`src/rtl/neuron_mac_seq.sv`:
```
// Sequential neuron: walks input/weight RAMs in lockstep, multiply-accumulates onto a bias
// in signed fixed point, then applies ReLU or saturation and offers the result on valid/ready.
module neuron_mac_seq #(
    parameter int unsigned D_WIDTH   = 16,
    parameter int unsigned A_WIDTH   = 4,
    parameter int unsigned FRAC_BITS = 8,
    parameter bit          ACT_RELU  = 1'b1
) (
    input  logic               clk,
    input  logic               rst,
    input  logic               start,
    input  logic [A_WIDTH:0]   n_inputs,
    input  logic [D_WIDTH-1:0] bias,
    output logic [A_WIDTH-1:0] r_addr,
    input  logic [D_WIDTH-1:0] in_data,
    input  logic [D_WIDTH-1:0] w_data,
    output logic               busy,
    output logic               out_valid,
    input  logic               out_ready,
    output logic [D_WIDTH-1:0] out_data
);

    localparam int unsigned AccW = 2 * D_WIDTH + A_WIDTH + 1;
    localparam int unsigned LenW = A_WIDTH + 1;
    localparam logic [LenW-1:0] MaxLen = {1'b1, {A_WIDTH{1'b0}}};
    localparam logic signed [AccW-1:0] MaxVal = {{(AccW-D_WIDTH+1){1'b0}}, {(D_WIDTH-1){1'b1}}};
    localparam logic signed [AccW-1:0] MinVal =
        ACT_RELU ? '0 : {{(AccW-D_WIDTH+1){1'b1}}, {(D_WIDTH-1){1'b0}}};

    typedef enum logic [2:0] {StIdle, StRun, StDrain, StSat, StOut} state_e;

    state_e state_q, state_d;

    logic        [LenW-1:0]      len_q, len_d, count_q;
    logic signed [AccW-1:0]      acc_q;
    logic signed [2*D_WIDTH-1:0] in_ext, w_ext, product;
    logic signed [AccW-1:0]      product_ext, bias_ext, shifted;
    logic        [D_WIDTH-1:0]   sat_val;

    assign len_d = (n_inputs > MaxLen) ? MaxLen : n_inputs;

    // Operands are sign-extended first so the product is exact at full width.
    assign in_ext      = {{D_WIDTH{in_data[D_WIDTH-1]}}, in_data};
    assign w_ext       = {{D_WIDTH{w_data[D_WIDTH-1]}}, w_data};
    assign product     = in_ext * w_ext;
    assign product_ext = {{(AccW-2*D_WIDTH){product[2*D_WIDTH-1]}}, product};
    assign bias_ext    = {{(AccW-D_WIDTH){bias[D_WIDTH-1]}}, bias} <<< FRAC_BITS;
    assign shifted     = acc_q >>> FRAC_BITS;

    always_comb begin
        sat_val = shifted[D_WIDTH-1:0];
        if (shifted > MaxVal) begin
            sat_val = MaxVal[D_WIDTH-1:0];
        end else if (shifted < MinVal) begin
            sat_val = MinVal[D_WIDTH-1:0];
        end
    end

    always_ff @(posedge clk) begin
        if (rst) begin
            state_q <= StIdle;
        end else begin
            state_q <= state_d;
        end
    end

    always_comb begin
        state_d = state_q;
        unique case (state_q)
            StIdle:  if (start) state_d = (len_d != '0) ? StRun : StSat;
            StRun:   if (count_q == len_q - 1'b1) state_d = StDrain;
            StDrain: state_d = StSat;
            StSat:   state_d = StOut;
            StOut:   if (out_ready) state_d = StIdle;
            default: state_d = StIdle;
        endcase
    end

    always_ff @(posedge clk) begin
        if (rst) begin
            len_q     <= '0;
            count_q   <= '0;
            acc_q     <= '0;
            r_addr    <= '0;
            out_valid <= 1'b0;
            out_data  <= '0;
        end else begin
            case (state_q)
                StIdle: begin
                    if (start) begin
                        len_q   <= len_d;
                        acc_q   <= bias_ext;
                        count_q <= '0;
                        if (len_d != '0) r_addr <= '0;
                    end
                end
                StRun: begin
                    count_q <= count_q + 1'b1;
                    // RAM data lags the address by one cycle, so the first RUN cycle has none.
                    if (count_q != '0) acc_q <= acc_q + product_ext;
                    if (count_q != len_q - 1'b1) r_addr <= count_q[A_WIDTH-1:0] + 1'b1;
                end
                StDrain: acc_q <= acc_q + product_ext;
                StSat: begin
                    out_data  <= sat_val;
                    out_valid <= 1'b1;
                end
                StOut: if (out_ready) out_valid <= 1'b0;
                default: ;
            endcase
        end
    end

    assign busy = (state_q != StIdle);

endmodule
```
`config.mk`:
```
export PLATFORM = sky130hd
export DESIGN_NAME = neuron_mac_seq
export DESIGN_NICKNAME = d
export VERILOG_FILES = /design/src/rtl/neuron_mac_seq.sv
export SDC_FILE = /design/constraint.sdc
export NUM_CORES = 1
export LEC_CHECK = 0
export ABC_AREA = 1
export CAP_MARGIN = 20
export CORE_MARGIN = 2
export CORE_UTILIZATION = 25
export CTS_CLUSTER_DIAMETER = 80
export DETAILED_ROUTE_END_ITERATION = 8
export GPL_ROUTABILITY_DRIVEN = 0
export HOLD_SLACK_MARGIN = 0.03
export PLACE_DENSITY = 0.37
export REMOVE_ABC_BUFFERS = 1
export SLEW_MARGIN = 20
export SYNTH_ARGS = -nofsm -noshare
export SYNTH_HDL_FRONTEND = slang
export SYNTH_SLANG_ARGS = --single-unit
```
`constraint.sdc`:
```
create_clock -name clk -period 7 [get_ports clk]
set_clock_uncertainty 0.15 [all_clocks]
set_input_delay 1.4 -clock clk [delete_from_list [all_inputs] [get_ports clk]]
set_output_delay 1.4 -clock clk [all_outputs]
set_load 0.01 [all_outputs]
```
==> results.sh <==
export IMPL_status="completed"
export IMPL_final_nets=2804
export IMPL_die_y_um=255
export IMPL_finalCritPeriodShare=0.978
export IMPL_hold_depth=2
export IMPL_rsz0062_at_grt="yes"
export IMPL_syn_inst=2083
export IMPL_start_util=0.252
export IMPL_hp_class="register to register"
export IMPL_vias=13230
export IMPL_syn_cell_area_um2=15800
export IMPL_period_needed_ns=6.85
export IMPL_area_growth_pct=29.5
export IMPL_setup_viol=0
export IMPL_clkTransAtPathRegs_ns=0.07
export IMPL_cp_end_kind="register"
export IMPL_synth_top_area_cell="fa_1"
export IMPL_rr_endpoint="acc_q[21]$_SDFFE_PP0P_"
export IMPL_async_flop_share=0
export IMPL_layout_drive_gt1_share=0.183
export IMPL_yosysSeqAreaShare=0.0900
export IMPL_grt_start_max_net_pins=39
export IMPL_cts_buffers=9
export IMPL_die_x_um=255
export IMPL_tightestPinTransition_ns=0.841
export IMPL_pre_cts_ws_ns=-0.676
export IMPL_hpwl_um=43100
export IMPL_stdcell_area_um2=20400
export IMPL_dpl_cell_area_um2=19100
export IMPL_ys_seq_elements=71
export IMPL_fillers=6682
export IMPL_whs_endpoint="out_data[15]$_SDFFE_PP0P_"
export IMPL_synth_commonest_cells="569 x inv_1, 487 x nand2_1, 318 x fa_1"
export IMPL_relSlewSlack=0.439
export IMPL_final_hold_violation_count=0
export IMPL_worstPathArrival_ns=6.92
export IMPL_antenna_found_initial=0
export IMPL_drcViolationCount=0
export IMPL_r2r_cells=20
export IMPL_maxCapViolations=0
export IMPL_synth_top_area_frac=0.403
export IMPL_yosys_cell_count_top_type="inv_1"
export IMPL_avgSynthCellArea_um2=7.58
export IMPL_worstReg2RegStart="acc_q[15]$_SDFFE_PP0P_"
export IMPL_max_clock_path_buffers=2
export IMPL_routed_via_density=4.18
export IMPL_grt_total_usage=0.157
export IMPL_grt_ovfl_total=0
export IMPL_worstSetupPathType="input port to register"
export IMPL_ys_warn_count=0
export IMPL_slew_viol_final=0
export IMPL_row_count=92
export IMPL_min_delay_start="out_data[15]$_SDFFE_PP0P_"
export IMPL_rrSetupSlack_ns=2.03
export IMPL_cts_hold_buffers_added=0
export IMPL_synth_cell_types=37
export IMPL_finalWirelength_um=50400
export IMPL_grt_pass1_wl_um=81300
export IMPL_drt_initial_drc_count=514
export IMPL_setup_slack_ns=0.153
export IMPL_clockRootBuffer="clkbuf_16"
export IMPL_dieArea_um2=65200
export IMPL_portBuffers=78
export IMPL_worstPathRequired_ns=7.07
export IMPL_cts_max_level=3
export IMPL_coreArea_um2=62700
export IMPL_diodes=0
export IMPL_cts_sinks=71
export IMPL_ys_top_cells_by_area="fa_1 40%, inv_1 14%, nand2_1 12%"
export IMPL_ant_nets=0
export IMPL_synthFlopType="dfxtp_1"
export IMPL_first_pass_iters=5
export IMPL_cts_tree="yes"
export IMPL_cp_start_kind="input port"
export IMPL_path_max_fanout=6
export IMPL_ios=79
export IMPL_clock_latency_ns=0.36
export IMPL_grt_pass1_vias=14512
export IMPL_synth_edff_count=0
export IMPL_max_clock_freq_mhz=146
export IMPL_wl_per_cell_um=15.9
-- state kept, by name (all words and copies together), names as in the netlist --
signal	flops
r_addr	4
out_data	16
state_q	3
count_q	5
acc_q	37
out_valid	1
len_q	5
-- routing by layer --
layer,global-route usage,vias to the layer above,part of all wire
met2,0.270,154,0.49
met5,0,-,0
met1,0.220,6507,0.48
met3,0.0110,36,0.021
met4,0.0258,0,0.014
li1,-,6533,-
-- worst max-delay path: stages --
cell and delay (ns):
clkdlybuf4s50_1 0.48, buf_6 0.14, buf_8 0.13, nand2_2 0.06, fa_1 0.53, inv_1 0.05, fa_1 0.48, fa_1 0.60
fa_2 0.48, fa_1 0.56, inv_1 0.05, fa_1 0.48, inv_1 0.06, ha_4 0.27, nand2_2 0.09, buf_4 0.14
nor2_2 0.13, inv_2 0.09, nor2_2 0.14, nand4_1 0.13, nand4_1 0.12, nand3_1 0.13, nand2_1 0.11, a21oi_1 0.06
-- stage by stage --
step | TNS (ns) | cells | util | hold slack (ns)
6_report | 0 | 3168 | 0.326 | 0.302
5_1_grt | -0.456 | 3168 | 0.326 | 0.316
4_1_cts | -0.0326 | 3149 | 0.313 | 0.303
3_5_place_dp | -11.14 | 3126 | 0.305 | 0.288
3_3_place_gp | -11.55 | 3126 | 0.305 | 0.282
2_1_floorplan | 0 | 1997 | - | 0.289
-- logic make-up after synthesis --
logic type | Yosys count | synth area share
adder cells (fa/ha/maj) | 430 | 0.492
XOR/XNOR | 14 | 0.00776
buffers and inverters | 663 | 0.160
AO/OA/AOI/OAI | 206 | 0.0705
AND/OR/NAND/NOR | 699 | 0.180
flip-flops | 71 | 0.0900
-- cell usage in the layout (no fill, tap or decap), types with 31 or more instances in the layout --
| master | instances |
|---|---|
| buf_4 | 190 |
| inv_1 | 558 |
| a21oi_2 | 37 |
| nand2_1 | 452 |
| o21ai_0 | 49 |
| nor2_1 | 77 |
| nand2_2 | 31 |
| a21oi_1 | 91 |
| dfxtp_1 | 71 |
| fa_1 | 308 |
| clkdlybuf4s50_1 | 57 |
| ha_1 | 90 |
| nand3_1 | 56 |
-- how the worst max path moves through the flow --
stage / slack (ns) / to / start / depth (start not counted)
2_1_floorplan: 0.39 / acc_q[36]$_SDFFE_PP0P_ / w_data[1] / 22
3_3_place_gp: -0.73 / acc_q[34]$_SDFFE_PP0P_ / in_data[15] / 26
3_5_place_dp: -0.68 / acc_q[34]$_SDFFE_PP0P_ / in_data[15] / 26
4_1_cts: -0.03 / acc_q[34]$_SDFFE_PP0P_ / in_data[15] / 25
5_1_grt: -0.07 / acc_q[21]$_SDFFE_PP0P_ / in_data[13] / 25
6_report: 0.15 / acc_q[21]$_SDFFE_PP0P_ / in_data[7] / 24
-- final cells by class --
| type | count | area (um2) | area share |
|---|---|---|---|
| flip-flops and latches | 71 | 1420 | 0.0695 |
| multi-input cells | 1349 | 12500 | 0.611 |
| repair buffers | 309 | 3010 | 0.147 |
| clock inverters | 7 | 85.1 | 0.00416 |
| clock buffers | 9 | 225 | 0.0110 |
| well taps | 846 | 1060 | 0.0518 |
| inverters | 577 | 2170 | 0.106 |
-- what timing repair did --
action	in CTS	in global routing
setup endpoints to repair	19	25
hold endpoints to repair	0	0
setup buffers	7	15
cloned	0	5
pin swaps	13	53
resized for setup	38	170
Power is not shown: default switching activity piles up to over one toggle a cycle in this logic, so the estimate is an artifact.
